File: config.mk
export PLATFORM = sky130hd
export DESIGN_NAME = pgr_uart_cmd_parser_32bit_flat
export DESIGN_NICKNAME = d
export VERILOG_FILES = /design/src/rtl/pgr_uart2apb_pkg.sv /design/src/rtl/pgr_uart_cmd_parser_32bit_if.sv /design/src/rtl/pgr_uart_cmd_timer.sv /design/src/rtl/pgr_uart_cmd_parser_32bit.sv /design/src/flat_wrapper.sv
export SDC_FILE = /design/constraint.sdc
export NUM_CORES = 1
export LEC_CHECK = 0
export ABC_AREA = 0
export BUFFER_PORTS_ARGS = -buffer_cell sky130_fd_sc_hd__buf_4
export CAP_MARGIN = 20
export CORE_MARGIN = 5
export CORE_UTILIZATION = 61
export CTS_BUF_LIST = sky130_fd_sc_hd__clkbuf_8 sky130_fd_sc_hd__clkbuf_16
export CTS_CLUSTER_SIZE = 8
export DETAILED_ROUTE_END_ITERATION = 7
export GPL_ROUTABILITY_DRIVEN = 1
export PLACE_DENSITY = 0.81
export SLEW_MARGIN = 25
export SYNTH_ARGS = -nofsm -noshare
export SYNTH_HDL_FRONTEND = slang
export SYNTH_SLANG_ARGS = --single-unit
File: constraint.sdc
create_clock -name clk -period 4.8 [get_ports clk]
set_clock_uncertainty 0.05 [all_clocks]
set_input_delay 0.48 -clock clk [delete_from_list [all_inputs] [get_ports clk]]
set_output_delay 0.48 -clock clk [all_outputs]
set_load 0.005 [all_outputs]
File: src/rtl/pgr_uart2apb_pkg.sv
// Shared definitions for the UART-to-APB bridge: parser states, frame sync
// pattern and frame lengths.
package pgr_uart2apb_pkg;

    typedef enum logic [2:0] {
        ST_IDLE,
        ST_ADDR_H,
        ST_ADDR_L,
        ST_DATA,
        ST_ISSUE,
        ST_WAIT_DONE
    } parser_state_t;

    localparam logic [2:0] SYNC_PATTERN = 3'b101;
    localparam int READ_LEN  = 3;
    localparam int WRITE_LEN = 7;

    function automatic logic is_header(input logic [7:0] b);
        return b[6:4] == SYNC_PATTERN;
    endfunction

endpackage

File: src/rtl/pgr_uart_cmd_parser_32bit_if.sv
// Command bus between the frame parser and the APB master interface.
interface pgr_uart_cmd_parser_32bit_if;

    logic [3:0]  strb;
    logic [15:0] addr;
    logic [31:0] data;
    logic        we;
    logic        cmd_en;
    logic        cmd_done;

    modport master (output strb, addr, data, we, cmd_en, input cmd_done);
    modport slave  (input strb, addr, data, we, cmd_en, output cmd_done);

endinterface

File: src/rtl/pgr_uart_cmd_timer.sv
// Down-counting timeout: reloads to LIMIT on load, counts while enabled and
// flags expire on the LIMIT-th consecutive enabled cycle without a load.
module pgr_uart_cmd_timer #(
    parameter int WIDTH = 16,
    parameter int LIMIT = 4096
) (
    input  logic clk,
    input  logic rst,
    input  logic load,
    input  logic en,
    output logic expire
);

    logic [WIDTH-1:0] cnt;

    always_ff @(posedge clk) begin
        if (rst) begin
            cnt <= WIDTH'(LIMIT);
        end else if (load) begin
            cnt <= WIDTH'(LIMIT);
        end else if (en && cnt != '0) begin
            cnt <= cnt - WIDTH'(1);
        end
    end

    assign expire = en & ~load & (cnt == WIDTH'(1));

endmodule

File: src/rtl/pgr_uart_cmd_parser_32bit.sv
// Parses CMD/ADDR/DATA frames from the UART RX FIFO and issues one APB
// command at a time; malformed or stalled frames are dropped with frame_err.
//
// state     | meaning
// IDLE      | waiting for a header byte with the sync pattern
// ADDR_H    | collecting address high byte
// ADDR_L    | collecting address low byte
// DATA      | collecting write data bytes D0..D3
// ISSUE     | cmd_en high for one cycle
// WAIT_DONE | waiting for cmd_done or the done timeout
module pgr_uart_cmd_parser_32bit
    import pgr_uart2apb_pkg::*;
#(
    parameter int BYTE_TIMEOUT = 'd4096,
    parameter int DONE_TIMEOUT = 'd1023
) (
    input  logic                               clk,
    input  logic                               rst,
    input  logic                               rx_fifo_empty,
    output logic                               rx_fifo_rd_en,
    input  logic [7:0]                         rx_fifo_data,
    pgr_uart_cmd_parser_32bit_if.master        cmd,
    output logic                               busy,
    output logic                               frame_err
);

    localparam logic [1:0] LAST_DATA_IDX = 2'(WRITE_LEN - READ_LEN - 1);

    parser_state_t state;
    logic          rd_pending;
    logic [1:0]    data_idx;
    logic          hdr_we;
    logic [3:0]    hdr_strb;
    logic [7:0]    addr_h;
    logic [7:0]    addr_l;
    logic [23:0]   data_sh;
    logic          receiving;
    logic          in_frame;
    logic          byte_expire;
    logic          done_expire;

    assign in_frame  = (state == ST_ADDR_H) || (state == ST_ADDR_L) || (state == ST_DATA);
    assign receiving = in_frame || (state == ST_IDLE);
    assign rx_fifo_rd_en = ~rst & receiving & ~rx_fifo_empty & ~rd_pending;

    // A capture reloads the byte timer, so a same-cycle timeout is suppressed.
    pgr_uart_cmd_timer #(.WIDTH(16), .LIMIT(BYTE_TIMEOUT)) u_byte_timer (
        .clk    (clk),
        .rst    (rst),
        .load   (~in_frame | rd_pending),
        .en     (in_frame),
        .expire (byte_expire)
    );

    pgr_uart_cmd_timer #(.WIDTH(11), .LIMIT(DONE_TIMEOUT)) u_done_timer (
        .clk    (clk),
        .rst    (rst),
        .load   (state != ST_WAIT_DONE),
        .en     (state == ST_WAIT_DONE),
        .expire (done_expire)
    );

    always_ff @(posedge clk) begin
        if (rst) begin
            state      <= ST_IDLE;
            rd_pending <= 1'b0;
            data_idx   <= '0;
            hdr_we     <= 1'b0;
            hdr_strb   <= '0;
            addr_h     <= '0;
            addr_l     <= '0;
            data_sh    <= '0;
            cmd.strb   <= '0;
            cmd.addr   <= '0;
            cmd.data   <= '0;
            cmd.we     <= 1'b0;
            cmd.cmd_en <= 1'b0;
            busy       <= 1'b0;
            frame_err  <= 1'b0;
        end else begin
            rd_pending <= rx_fifo_rd_en;
            cmd.cmd_en <= 1'b0;
            frame_err  <= 1'b0;
            case (state)
                ST_IDLE: begin
                    if (rd_pending) begin
                        if (is_header(rx_fifo_data)) begin
                            hdr_we   <= rx_fifo_data[7];
                            hdr_strb <= rx_fifo_data[3:0];
                            state    <= ST_ADDR_H;
                            busy     <= 1'b1;
                        end else begin
                            frame_err <= 1'b1;
                        end
                    end
                end
                ST_ADDR_H: begin
                    if (rd_pending) begin
                        addr_h <= rx_fifo_data;
                        state  <= ST_ADDR_L;
                    end else if (byte_expire) begin
                        state     <= ST_IDLE;
                        busy      <= 1'b0;
                        frame_err <= 1'b1;
                    end
                end
                ST_ADDR_L: begin
                    if (rd_pending) begin
                        addr_l   <= rx_fifo_data;
                        data_idx <= '0;
                        if (hdr_we) begin
                            state <= ST_DATA;
                        end else begin
                            cmd.strb   <= hdr_strb;
                            cmd.addr   <= {addr_h, rx_fifo_data};
                            cmd.data   <= '0;
                            cmd.we     <= 1'b0;
                            cmd.cmd_en <= 1'b1;
                            state      <= ST_ISSUE;
                        end
                    end else if (byte_expire) begin
                        state     <= ST_IDLE;
                        busy      <= 1'b0;
                        frame_err <= 1'b1;
                    end
                end
                ST_DATA: begin
                    if (rd_pending) begin
                        // LSB first: shift each new byte in from the top.
                        if (data_idx == LAST_DATA_IDX) begin
                            cmd.strb   <= hdr_strb;
                            cmd.addr   <= {addr_h, addr_l};
                            cmd.data   <= {rx_fifo_data, data_sh};
                            cmd.we     <= 1'b1;
                            cmd.cmd_en <= 1'b1;
                            state      <= ST_ISSUE;
                        end else begin
                            data_sh  <= {rx_fifo_data, data_sh[23:8]};
                            data_idx <= data_idx + 2'd1;
                        end
                    end else if (byte_expire) begin
                        state     <= ST_IDLE;
                        busy      <= 1'b0;
                        frame_err <= 1'b1;
                    end
                end
                ST_ISSUE: begin
                    state <= ST_WAIT_DONE;
                end
                ST_WAIT_DONE: begin
                    if (cmd.cmd_done) begin
                        state <= ST_IDLE;
                        busy  <= 1'b0;
                    end else if (done_expire) begin
                        state     <= ST_IDLE;
                        busy      <= 1'b0;
                        frame_err <= 1'b1;
                    end
                end
                default: begin
                    state <= ST_IDLE;
                    busy  <= 1'b0;
                end
            endcase
        end
    end

endmodule
File: src/flat_wrapper.sv
// flat-port wrapper written by rule: the top's interface ports become plain ports
module pgr_uart_cmd_parser_32bit_flat import pgr_uart2apb_pkg::*;
#(
    parameter int BYTE_TIMEOUT = 'd4096,
    parameter int DONE_TIMEOUT = 'd1023
)
  (clk, rst, rx_fifo_empty, rx_fifo_rd_en, rx_fifo_data, busy, frame_err, cmd_strb, cmd_addr, cmd_data, cmd_we, cmd_cmd_en, cmd_cmd_done);
  pgr_uart_cmd_parser_32bit_if cmd_i ();
  input  logic clk;
  input  logic rst;
  input  logic rx_fifo_empty;
  output logic rx_fifo_rd_en;
  input  logic [7:0] rx_fifo_data;
  output logic busy;
  output logic frame_err;
  output wire logic [$bits(cmd_i.strb)-1:0] cmd_strb;
  output wire logic [$bits(cmd_i.addr)-1:0] cmd_addr;
  output wire logic [$bits(cmd_i.data)-1:0] cmd_data;
  output wire logic [$bits(cmd_i.we)-1:0] cmd_we;
  output wire logic [$bits(cmd_i.cmd_en)-1:0] cmd_cmd_en;
  input wire logic [$bits(cmd_i.cmd_done)-1:0] cmd_cmd_done;
  assign cmd_strb = cmd_i.strb;
  assign cmd_addr = cmd_i.addr;
  assign cmd_data = cmd_i.data;
  assign cmd_we = cmd_i.we;
  assign cmd_cmd_en = cmd_i.cmd_en;
  assign cmd_i.cmd_done = cmd_cmd_done;
  pgr_uart_cmd_parser_32bit #(.BYTE_TIMEOUT(BYTE_TIMEOUT), .DONE_TIMEOUT(DONE_TIMEOUT)) u_core (.clk(clk), .rst(rst), .rx_fifo_empty(rx_fifo_empty), .rx_fifo_rd_en(rx_fifo_rd_en), .rx_fifo_data(rx_fifo_data), .cmd(cmd_i), .busy(busy), .frame_err(frame_err));
endmodule
# ---- Word-level counts from Yosys, hierarchy flattened
# Cells that the tools add are included.
# Widths: inputs -> output; s select.
dict set report op_classes {
  addsub 3
  eq_ne 21
  muxes 54
  bitwise 16
  reduce_logical 20
}
# op n
set ops {}
lappend ops {{$mux 32} 4}
lappend ops {{$mux 16} 4}
lappend ops {{$pmux 32 s2} 1}
lappend ops {{$pmux 16 s2} 1}
lappend ops {{$mux 3} 10}
lappend ops {{$mux 1} 20}
lappend ops {{$pmux 3 s6} 1}
lappend ops {{$eq 16x1->1 const B} 1}
lappend ops {{$mux 4} 4}
lappend ops {{$reduce_bool 16->1} 1}
lappend ops {{$sub 16x1->16 const B} 1}
lappend ops {{$eq 11x1->1 const B} 1}
lappend ops {{$reduce_bool 11->1} 1}
lappend ops {{$sub 11x1->11 const B} 1}
lappend ops {{$ne 2x2->1 const B} 5}
lappend ops {{$eq 3x3->1 const B} 3}
lappend ops {{$ne 2x1->1 const B} 4}
lappend ops {{$not 1->1} 8}
lappend ops {{$pmux 4 s2} 1}
lappend ops {{$reduce_and 4->1} 2}
lappend ops {{$and 1x1->1} 7}
lappend ops {{$eq 3x2->1 const B} 2}
lappend ops {{$mux 2} 3}
lappend ops {{$ne 3x3->1 const B} 2}
lappend ops {{other kinds (19)} 26}
dict set report word_totals {
  reg_bits 134
  inputBits 12
  word_cells 131
}

# ---- Logic depth before layout (Yosys ltp)
# Gate-level depths: netlist of run 1.
dict set report logic_depth {
  word_depth 11
  mapped_depth 8
}

# ---- By module
# A second synthesis of run 1 with hierarchy kept.
dict set report unflattened {
  hier_cells 673
  hier_area_um2 5617.9
}
# module n_inst cells_each area_each_um2 seq_area_each_um2
set by_module_without_submodules {}
lappend by_module_without_submodules {pgr_uart_cmd_parser_32bit 1 499 4083.9 2142.1}
lappend by_module_without_submodules {{pgr_uart_cmd_timer (u_core.u_byte_timer)} 1 105 918.4 320.3}
lappend by_module_without_submodules {{pgr_uart_cmd_timer (u_core.u_done_timer)} 1 69 615.6 220.2}

# ---- Worst setup path before layout of run 1
# OpenSTA, ideal clock, no wires.
dict set report synth_path {
  path_kind {reg-to-reg}
  startpoint {register u_core.u_byte_timer.cnt[2]}
  endpoint {register u_core.u_byte_timer.cnt[12]}
  setup_ps 117
  t_arrival_ps 1969
  t_required_ps 4633
  slack_ps 2664
  stages_incl_launch_ff 7
  path_buffers 1
  period_less_slack_ps 2136
  path_cell_list {dfxtp_1 > or4_4 > or4_4 > buf_6 > nor4_2 > xnor2_1 > nand2b_1}
}
dict set report synth_between {
  elab_chain_cells 2
}
# item line_no
set synth_lines {}
lappend synth_lines {{start, declared} pgr_uart_cmd_timer.sv:14} ;# logic [WIDTH-1:0] cnt;
lappend synth_lines {{start signal, assigned} pgr_uart_cmd_timer.sv:18} ;# cnt <= WIDTH'(LIMIT);
lappend synth_lines {{start signal, assigned} pgr_uart_cmd_timer.sv:20} ;# cnt <= WIDTH'(LIMIT);
lappend synth_lines {{start signal, assigned} pgr_uart_cmd_timer.sv:22} ;# cnt <= cnt - WIDTH'(1);
lappend synth_lines {{parallel branches: the longest is 2 deep, another holds $sub 16x1->16} -}
# Several ways; the timed one is not identified.
# A chain may end at the register's enable or synchronous reset.

# ---- Final worst setup path of run 1
dict set report layout_path {
  startpoint {register u_core.state[0]}
  endpoint {register u_core.data_sh[13]}
}
dict set report layout_between {
  elab_chain_cells 2
}
# item line_no
set layout_lines {}
lappend layout_lines {{start, declared} pgr_uart_cmd_parser_32bit.sv:29} ;# parser_state_t state;
lappend layout_lines {{start signal, assigned} pgr_uart_cmd_parser_32bit.sv:65} ;# state <= ST_IDLE;
lappend layout_lines {{start signal, assigned} pgr_uart_cmd_parser_32bit.sv:90} ;# state <= ST_ADDR_H;
lappend layout_lines {{start signal, assigned} pgr_uart_cmd_parser_32bit.sv:100} ;# state <= ST_ADDR_L;
lappend layout_lines {{$eq 3x2->1} pgr_uart_cmd_parser_32bit.sv:84} ;# case (state)
lappend layout_lines {{$reduce_and 3->1 (no line)} -}
lappend layout_lines {{end signal, assigned} pgr_uart_cmd_parser_32bit.sv:138} ;# data_sh <= {rx_fifo_data, data_sh[23:8]};
lappend layout_lines {{end, declared} pgr_uart_cmd_parser_32bit.sv:36} ;# logic [23:0] data_sh;
# Every way passes these cells.

==> results of run 1 <==
layout by cell type, fill, tap and decap left out, types with 6 or more instances in the layout:
cell,synthesis,final
o21ai_0,6,6
nand2_1,128,128
buf_4,0,71
clkbuf_16,0,16
a21oi_1,62,62
a22oi_1,32,32
ha_1,7,7
a311oi_1,8,8
nor2_1,81,80
mux2i_1,15,15
inv_6,0,6
nor4_1,9,9
or4_1,6,6
inv_1,8,9
or3_1,11,11
xnor2_1,10,10
dfxtp_1,134,134
nor3_1,8,7
metal layers:
layer / GRT usage, % / vias to the layer above / part of all wire [%]
li1: - / 2273 / -
met1: 32.4 / 2199 / 44
met2: 40.1 / 157 / 49
met3: 7.58 / 15 / 6.2
met4: 6.87 / 0 / 1.1
met5: 0 / - / 0
path summary, 6_finish.rpt:
check	startpoint	end	slack, ps	cells past startpoint
max	u_core.state[0]	u_core.data_sh[13]	2360	4
min	rx_fifo_empty	u_core.rd_pending	90	2
min reg2reg	u_core.addr_l[1]	u_core.addr_l[1]	410	2
max reg2reg	u_core.state[0]	u_core.data_sh[13]	2360	4
critical path: cells and delay by family (launching register included):
kind / cells / cell delay [ps]
and+or+nand+nor: 3 / 1520
AOI/OAI and AO/OA: 1 / 90
DFF: 1 / 620
through the flow:
| stage | total power (µW) | util (%) | instance area [µm²] | setup slack, ps |
|---|---|---|---|---|
| finish | 2390 | 74.8 | 6420 | 2360 |
| global route | 2470 | 74.8 | 6420 | 2180 |
| CTS | 2400 | 74.7 | 6420 | 2370 |
| detailed placement | 1200 | 68.2 | 5860 | 2400 |
| global placement | 1200 | 68.2 | 5860 | 2520 |
| floorplan | 1170 | - | 5330 | 2660 |
sequential cells by signal, indices dropped and copies added, names as in the netlist, 3 cells and up:
signal and flops:
u_core.cmd.data 32, u_core.data_sh 24, u_core.cmd.addr 16, u_core.u_byte_timer.cnt 16, u_core.u_done_timer.cnt 11, u_core.addr_h 8, u_core.addr_l 8, u_core.cmd.strb 4
u_core.hdr_strb 4, u_core.state 3
power by group:
part	leakage (µW)	switching, µW	total (µW)	internal, µW
Sequential	0.00108	3.64	1120	1110
Clock	0.000272	521	1220	701
Combinational	0.00105	36.2	54.2	18.0
Total	0.00240	561	2390	1830
final cells by class:
type | count | area [µm²] | share of cell area (%)
Sequential cell | 134 | 2680 | 41.8
Multi-Input combinational cell | 443 | 2470 | 38.4
Timing Repair Buffer | 72 | 544 | 8.47
Clock buffer | 17 | 414 | 6.45
Clock inverter | 15 | 145 | 2.26
Tap cell | 108 | 135 | 2.10
Inverter | 9 | 33.8 | 0.526
kinds of logic after synthesis:
family,count (synthesis)
adder cells (fa/ha/maj),7
AND/OR/NAND/NOR,274
XOR/XNOR,14
buffers and inverters,48
flip-flops,134
AO/OA/AOI/OAI,132
multiplexers,16
==> results by group, run 1 <==
Routing
  • DRT antenna net count: 0
  • Aggregate routed wire length: 12,600 µm
  • DRC viols: 0
  • Vias per inst: 5.82
  • DR WL/cell: 15.8 µm
  • Drt pass-1 iters: 5
  • Vias: 4,644
  • Initial DRC count: 271

Final layout
  • FILL cells: 646
  • Nets: 696
  • Ant. Diodes: 0
  • Post-route insts no fill: 798
  • Area grow syn2layout: 20.7%
  • Share of cells above drive strength 1: 16.8%

Clocking
  • Post-CTS setup buffers: 0
  • H-tree depth: 4
  • Clk buf depth: 2
  • Total CTS buffers: 17
  • # resized after CTS: 0
  • CTS Hold Buffers Added: 0
  • CTS tree: built
  • Clk pin slew, worst setup/hold paths: 60 ps
  • Clk sinks: 134
  • CTS Root Cell: clkbuf_8
  • Clk_lat worst skew: 520 ps

Setup path
  • Critical path required time: 5110 ps
  • Crit path max-delay cell type: or3_1
  • CP Class: flop to flop
  • Worst setup EP type: flop
  • CP max stage delay: 820 ps
  • Max FO, Critical Path: 25
  • CP arrival: 2750 ps
  • Worst Setup Start Kind: flop
  • Critical path cell sequence: nand3b_1 -> or3_1 -> nand2_1 -> a21oi_1

Synthesis
  • Warnings from Yosys: 0
  • XOR/XNOR Fraction of Synth Area: 2.30%
  • Post-Synth Adder-Cell Area: 1.64%
  • Cell taking the most area after synthesis: dfxtp_1
  • Post-synthesis compound-gate area fraction: 15.9%
  • Ranking of synthesized cells by area: dfxtp_1, nand2_1, a21oi_1, nor2_1, a22oi_1
  • #FFs+latches synth: 134
  • Synth Cell Area: 5330 µm²
  • Number of synthesized flops with an enable pin: 0
  • Async set-reset flop share out of synthesis: 0%
  • Synth Area in Simple Gates: 23.2%
  • Sequential element share of the synthesized area: 50.4%
  • Mux contribution to synthesized area: 3.03%
  • Largest family of logic cells by synthesized area: simple AND/OR/NAND/NOR gates
  • Top-area cell type share of the netlist area: 50.4%
  • Distinct cell type count after synthesis: 49
  • Top FF cell, synth: dfxtp_1
  • Post-synth top cells: dfxtp_1, nand2_1, nor2_1
  • Syn_nets: 644
  • Top-count cell post-synth: dfxtp_1
  • Mean post-synth cell area: 8.52 µm²
  • Post-Syn Instances: 625

STA
  • Setup violations, final: 0
  • Peak Freq: 410 MHz
  • Final Max Slew Viols: 0
  • Worst Max-Slew Pin Slew: 946 ps
  • Endpoints failing hold: 0
  • RSZ-0062 raised after global routing: false
  • Fin crit period: 2440 ps
  • Worst slew margin: 36.0%
  • Period utilisation layout: 50.8%
  • Min Hold Slack: 91.9 ps
  • Setup total negative slack: 0 ps

Global route
  • Largest net degree at the start of global routing: 112
  • Global-route wire length before repair: 21,100 µm
  • Initial antenna violation count: 0
  • Vias in the first global route: 4,411
  • Total gr overflow: 0
  • Gr usage total: 24.9%

Power
  • Worst vdd ir: 232 µV
  • Power density cells: 373 nW/µm²
  • Leakage: 0.00240 µW

Run status
  • Status: complete, no violations

Placement
  • Dpl cells: 766
  • RePlAce Congestion: 0.861
  • DP HPWL: 7830 µm
  • IO Port Bufs: 68

Hold path
  • Worst hold path class: input pin to flop

Run
  • Max cap viols: 0

Floorplan
  • Num rows: 34
  • I/O Pins: 69
  • Die Footprint: 10,700 µm²
  • Starting density of the core: 62.0%
  • Die H: 103 µm
  • Core Region: 8590 µm²
  • Die W: 103 µm
Power figures use the tool's default switching activity.
==> run 2, diff against run 1 <==
--- a/config.mk
+++ b/config.mk
@@ -5,16 +5,16 @@
 export SDC_FILE = /design/constraint.sdc
 export NUM_CORES = 1
 export LEC_CHECK = 0
-export ABC_AREA = 0
+export ABC_AREA = 1
 export BUFFER_PORTS_ARGS = -buffer_cell sky130_fd_sc_hd__buf_4
 export CAP_MARGIN = 20
 export CORE_MARGIN = 5
-export CORE_UTILIZATION = 61
+export CORE_UTILIZATION = 52
 export CTS_BUF_LIST = sky130_fd_sc_hd__clkbuf_8 sky130_fd_sc_hd__clkbuf_16
 export CTS_CLUSTER_SIZE = 8
 export DETAILED_ROUTE_END_ITERATION = 7
 export GPL_ROUTABILITY_DRIVEN = 1
-export PLACE_DENSITY = 0.81
+export PLACE_DENSITY = 0.72
 export SLEW_MARGIN = 25
 export SYNTH_ARGS = -nofsm -noshare
 export SYNTH_HDL_FRONTEND = slang
==> constraint.sdc (replaced) <==
create_clock -name clk -period 2.12 [get_ports clk]
set_clock_uncertainty 0.05 [all_clocks]
set_input_delay 0.212 -clock clk [delete_from_list [all_inputs] [get_ports clk]]
set_output_delay 0.212 -clock clk [all_outputs]
set_load 0.005 [all_outputs]
==> run 2 against run 1 <==
Net effect: die area is 21% higher; synthesized cell count is 20% higher; register-to-register slack lost 2100 ps; sequential power grew 130%; critical path depth is 1 lower; critical path type is now flop to output pin; largest power group unchanged; highest routed layer unchanged.
==> results by group, run 2 <==
Routing
  • DRC viols: 0
  • Aggregate routed wire length: 13,500 µm
  • Drt pass-1 iters: 7
  • Initial DRC count: 411
  • Vias per inst: 5.33
  • Vias: 5,171
  • DRT antenna net count: 0
  • DR WL/cell: 13.9 µm

STA
  • Endpoints failing hold: 0
  • Min Hold Slack: 365 ps
  • Fin crit period: 1910 ps
  • Setup total negative slack: 0 ps
  • Period utilisation layout: 90.1%
  • Final Max Slew Viols: 0
  • Worst Max-Slew Pin Slew: 757 ps
  • RSZ-0062 raised after global routing: false
  • Peak Freq: 524 MHz
  • Worst slew margin: 48.2%
  • Setup violations, final: 0

Floorplan
  • I/O Pins: 69
  • Die H: 114 µm
  • Num rows: 37
  • Die Footprint: 12,900 µm²
  • Core Region: 10,400 µm²
  • Die W: 114 µm
  • Starting density of the core: 53.8%

Setup path
  • CP Class: flop to output pin
  • Worst Setup Start Kind: flop
  • Max FO, Critical Path: 9
  • Worst R2R End: u_core.cmd.data[28]
  • Crit path buf inv count: 2
  • Worst reg-to-reg path cell count: 7
  • CP arrival: 1650 ps
  • Critical path required time: 1860 ps
  • Critical path cell sequence: buf_4 -> nor4_1 -> buf_4
  • Crit path max-delay cell type: nor4_1
  • Reg-to-reg slack, setup: 250 ps
  • Delay-heaviest family, CP: simple AND/OR/NAND/NOR gates
  • Reg2reg start: u_core.state[1]
  • CP max stage delay: 390 ps
  • Worst setup EP type: output pin
  • Most used cell along the critical path: buf_4

Final layout
  • FILL cells: 893
  • Nets: 841
  • Biggest regs: u_core.cmd.data x32, u_core.data_sh x24
  • Design area: 6860 µm²
  • Post-route insts no fill: 971
  • Max reg flops: 32
  • Ant. Diodes: 0
  • Area grow syn2layout: 22.5%
  • Share of cells above drive strength 1: 15.3%
  • Commonest non-fill, non-tap cell in the layout: nand2_1
  • Most frequent cells in the layout: nand2_1, dfxtp_1, nor2_1
  • Largest Register: u_core.cmd.data

Placement
  • Dpl cells: 928
  • RePlAce Congestion: 0.899
  • DP HPWL: 9100 µm
  • Cell Area, Placed: 6180 µm²
  • IO Port Bufs: 68

Synthesis
  • Warnings from Yosys: 0
  • Mean post-synth cell area: 7.46 µm²
  • Sequential element share of the synthesized area: 47.9%
  • Syn_nets: 770
  • Number of synthesized flops with an enable pin: 0
  • Distinct cell type count after synthesis: 31
  • Cell taking the most area after synthesis: dfxtp_1
  • Post-Syn Instances: 751
  • Post-synth top cells: nand2_1, dfxtp_1, nor2_1
  • Ranking of synthesized cells by area: dfxtp_1, nand2_1, nor2_1, a21oi_1, o21ai_0
  • Top-count cell post-synth: nand2_1
  • Synth Cell Area: 5600 µm²
  • Top-area cell type share of the netlist area: 47.9%
  • #FFs+latches synth: 134
  • Top FF cell, synth: dfxtp_1
  • Async set-reset flop share out of synthesis: 0%

Power
  • Power density cells: 795 nW/µm²
  • Combinational power share: 2.6%
  • Switching power: 1210 µW
  • Sw Share: 22.2%
  • Internal cell power: 4240 µW
  • Worst vdd ir: 564 µV
  • Reg power frac: 46.4%
  • Leakage: 0.00279 µW
  • Clock power frac: 51.0%

Clocking
  • Clk buf depth: 2
  • H-tree depth: 4
  • Clk sinks: 134
  • CTS tree: built
  • Clk_lat worst skew: 510 ps
  • CTS Root Cell: clkbuf_8
  • Post-CTS setup buffers: 0
  • Total CTS buffers: 17
  • Clk pin slew, worst setup/hold paths: 60 ps

Global route
  • Initial antenna violation count: 0
  • Vias in the first global route: 4,870
  • Largest net degree at the start of global routing: 46
  • Total gr overflow: 0
  • Global-route wire length before repair: 23,000 µm
  • Gr usage total: 21.7%

Hold path
  • WHS Endpoint: u_core.rd_pending
  • Worst hold path class: input pin to flop
  • Hold path depth: 3
  • Hold Path Origin: rx_fifo_empty

Run status
  • Status: complete, no violations

Run
  • Max cap viols: 0
==> run 2: how the worst max path moves through the flow <==
| stage | startpoint | endpoint | slack, ps | cells after the start |
|---|---|---|---|---|
| 2_1_floorplan | u_core.state[1] | u_core.hdr_strb[1] | 670 | 6 |
| 3_3_place_gp | u_core.state[0] | u_core.u_done_timer.cnt[5] | 380 | 9 |
| 3_5_place_dp | u_core.state[0] | u_core.u_done_timer.cnt[5] | 290 | 9 |
| 4_1_cts | u_core.rd_pending | rx_fifo_rd_en | 190 | 3 |
| 5_1_grt | u_core.state[0] | u_core.u_done_timer.cnt[5] | 20 | 9 |
| 6_report | u_core.rd_pending | rx_fifo_rd_en | 210 | 3 |
==> run 2: kinds of logic after synthesis <==
logic type / Yosys count / share of synthesized area [%]
AND/OR/NAND/NOR: 342 / 25.5
AO/OA/AOI/OAI: 165 / 15.3
flip-flops: 134 / 47.9
buffers and inverters: 83 / 6.66
XOR/XNOR: 20 / 3.13
adder cells (fa/ha/maj): 7 / 1.56
==> run 2: final cells by class <==
type | count | area [µm²] | share of cell area, %
clock buffer | 20 | 455 | 6.64
clock inverter | 12 | 116 | 1.70
inverter | 43 | 161 | 2.35
multi-input combinational | 534 | 2540 | 37.1
sequential | 134 | 2680 | 39.1
tap | 136 | 170 | 2.48
timing repair buffer | 92 | 731 | 10.7
==> run 2: power by group through the flow <==
stage	Sequential, µW	Clock [µW]	Combinational [µW]
floorplan	2580	0	69.6
global placement	2580	0	124
detailed placement	2580	0	125
CTS	2530	2820	143
global route	2530	2960	159
finish	2530	2780	144
==> run 2: layer usage <==
layer / track usage (%) / vias up / share of wire (%)
li1: - / 2592 / -
met2: 35.3 / 162 / 48
met1: 27.9 / 2381 / 44
met4: 9.38 / 0 / 2.7
met3: 4.46 / 36 / 5.7
met5: 0 / - / 0
==> run 2: worst min-delay path, cell delays in order <==
cell and delay [ps]:
dlygate4sd3_1 520, buf_4 110, nor4_1 40
==> run 2: per-stage QoR <==
| step | util, % | total power (µW) | setup slack (ps) |
|---|---|---|---|
| 6_report | 65.9 | 5450 | 210 |
| 5_1_grt | 65.9 | 5640 | 18.0 |
| 4_1_cts | 65.9 | 5490 | 185 |
| 3_5_place_dp | 59.3 | 2710 | 292 |
| 3_3_place_gp | 59.3 | 2710 | 382 |
| 2_1_floorplan | - | 2650 | 674 |
==> run 2: what timing repair did <==
item,in CTS,in global routing
gates resized for setup,0,0
endpoints found under the hold margin,51,0
endpoints found under the setup margin,0,0
hold buffers,11,0
==> run 3, diff against run 2 <==
--- a/config.mk
+++ b/config.mk
@@ -9,12 +9,12 @@
 export BUFFER_PORTS_ARGS = -buffer_cell sky130_fd_sc_hd__buf_4
 export CAP_MARGIN = 20
 export CORE_MARGIN = 5
-export CORE_UTILIZATION = 52
+export CORE_UTILIZATION = 50
 export CTS_BUF_LIST = sky130_fd_sc_hd__clkbuf_8 sky130_fd_sc_hd__clkbuf_16
 export CTS_CLUSTER_SIZE = 8
 export DETAILED_ROUTE_END_ITERATION = 7
 export GPL_ROUTABILITY_DRIVEN = 1
-export PLACE_DENSITY = 0.72
+export PLACE_DENSITY = 0.7
 export SLEW_MARGIN = 25
 export SYNTH_ARGS = -nofsm -noshare
 export SYNTH_HDL_FRONTEND = slang
==> run 3 against run 2 <==
Net effect: routed wire length fell by 1.4%; critical endpoint unchanged; sequential share of layout area barely moved; die area rose by 3.6%; count of clock-buffer cells in the layout fell by 3; cell area barely moved; power rose by 0.16%.
==> results by group, run 3 (synthesis results as in run 2) <==
Hold path
  • Worst hold path class: input pin to flop
  • Hold path depth: 3
  • Hold Path Origin: rx_fifo_empty
  • WHS Endpoint: u_core.rd_pending

Power
  • Sw Share: 22.2%
  • Clock power frac: 51.2%
  • Worst vdd ir: 595 µV
  • Internal cell power: 4250 µW
  • Combinational power share: 2.6%
  • Power density cells: 797 nW/µm²
  • Reg power frac: 46.3%
  • Switching power: 1210 µW
  • Leakage: 0.00279 µW

Setup path
  • Worst R2R End: u_core.cmd.data[20]
  • CP max stage delay: 410 ps
  • Crit path max-delay cell type: nor4_1
  • Worst Setup Start Kind: flop
  • Delay-heaviest family, CP: simple AND/OR/NAND/NOR gates
  • Worst setup EP type: output pin
  • Most used cell along the critical path: buf_4
  • Critical path cell sequence: buf_4 -> nor4_1 -> buf_4
  • Crit path buf inv count: 2
  • Worst reg-to-reg path cell count: 9
  • Reg-to-reg slack, setup: 290 ps
  • Max FO, Critical Path: 10
  • Crit path launch: u_core.rd_pending
  • Reg2reg start: u_core.state[2]
  • CP Class: flop to output pin
  • Critical path required time: 1860 ps
  • CP arrival: 1640 ps

STA
  • Worst slew margin: 63.4%
  • Period utilisation layout: 89.5%
  • Endpoints failing hold: 0
  • Fin crit period: 1900 ps
  • Setup total negative slack: 0 ps
  • Peak Freq: 527 MHz
  • Setup ws final: 222 ps
  • RSZ-0062 raised after global routing: false
  • Min Hold Slack: 366 ps
  • Worst Max-Slew Pin Slew: 535 ps
  • Setup violations, final: 0
  • Final Max Slew Viols: 0

Final layout
  • Max reg flops: 32
  • Ant. Diodes: 0
  • Nets: 839
  • Largest Register: u_core.cmd.data
  • Biggest regs: u_core.cmd.data x32, u_core.data_sh x24
  • Area grow syn2layout: 22.5%
  • Share of cells above drive strength 1: 15.2%
  • Design area: 6860 µm²
  • Most frequent cells in the layout: nand2_1, dfxtp_1, nor2_1
  • Commonest non-fill, non-tap cell in the layout: nand2_1

Global route
  • Global-route wire length before repair: 22,400 µm
  • Total gr overflow: 0
  • Initial antenna violation count: 0
  • Largest net degree at the start of global routing: 54
  • Vias in the first global route: 4,779
  • Gr usage total: 20.8%

Placement
  • IO Port Bufs: 68
  • RePlAce Congestion: 0.914
  • DP HPWL: 8970 µm
  • Cell Area, Placed: 6180 µm²
  • Setup WS pre-CTS: 293 ps

Floorplan
  • I/O Pins: 69
  • Starting density of the core: 51.4%
  • Die H: 116 µm
  • Core Region: 10,900 µm²
  • Die W: 116 µm
  • Num rows: 38
  • Die Footprint: 13,400 µm²

Clocking
  • CTS Root Cell: clkbuf_8
  • CTS Hold Buffers Added: 11
  • Clk pin slew, worst setup/hold paths: 60 ps
  • Post-CTS setup buffers: 0
  • Clk buf depth: 2
  • # resized after CTS: 0
  • Total CTS buffers: 17
  • CTS tree: built
  • Clk_lat worst skew: 520 ps
  • Clk sinks: 134
  • H-tree depth: 4

Routing
  • DR WL/cell: 13.7 µm
  • Drt pass-1 iters: 5
  • Vias: 5,086
  • DRT antenna net count: 0
  • Initial DRC count: 354
  • DRC viols: 0
  • Aggregate routed wire length: 13,300 µm
  • Vias per inst: 5.23

Run status
  • Status: complete, no violations

Run
  • Max cap viols: 0
[run 3: metal layers]
| layer | wire length, µm | GRT usage [%] | up-vias | part of all wire (%) |
|---|---|---|---|---|
| met5 | 0 | 0 | - | 0 |
| met1 | 6020 | 26.9 | 2353 | 45 |
| met3 | 608 | 5.17 | 21 | 4.6 |
| met4 | 204 | 7.12 | 0 | 1.5 |
| li1 | - | - | 2597 | - |
| met2 | 6470 | 34.1 | 115 | 49 |
[run 3: worst register-to-register path, stage by stage, from the launching register on]
cell and delay [ps]:
dfxtp_1 400, inv_2 100, nand2_4 180, nor2_1 80, o21ai_2 80, nand3_4 80
inv_2 310, buf_12 230, nand3_1 100, a21oi_1 150
[run 3: final cells by class]
| type | count | area, µm² |
|---|---|---|
| clock inverters | 15 | 153 |
| flip-flops and latches | 134 | 2680 |
| fillers | 979 | 4030 |
| well taps | 140 | 175 |
| inverters | 43 | 161 |
| clock buffers | 17 | 414 |
| multi-input cells | 534 | 2540 |
| repair buffers | 90 | 728 |
[run 3: worst max path at each step]
stage          slack (ps)  depth (start not counted)                          to
2_1_floorplan         670                          6          u_core.hdr_strb[1]
3_3_place_gp          350                          9  u_core.u_done_timer.cnt[5]
3_5_place_dp          290                          9         u_core.cmd.data[20]
4_1_cts               240                          3               rx_fifo_rd_en
5_1_grt                80                          9  u_core.u_done_timer.cnt[5]
6_report              220                          3               rx_fifo_rd_en
[run 3: per-stage QoR]
| stage | total power [µW] | instances | utilization [%] |
|---|---|---|---|
| 2_1_floorplan | 2650 | 751 | - |
| 3_3_place_gp | 2710 | 930 | 56.8 |
| 3_5_place_dp | 2710 | 930 | 56.8 |
| 4_1_cts | 5510 | 973 | 63.0 |
| 5_1_grt | 5660 | 973 | 63.0 |
| 6_report | 5460 | 973 | 63.0 |
[run 3: power by group through the flow]
stage	logic, µW	registers [µW]	clock network [µW]
5_1_grt	155	2530	2980
2_1_floorplan	69.6	2580	0
6_report	141	2530	2800
3_5_place_dp	123	2580	0
3_3_place_gp	123	2580	0
4_1_cts	140	2530	2850
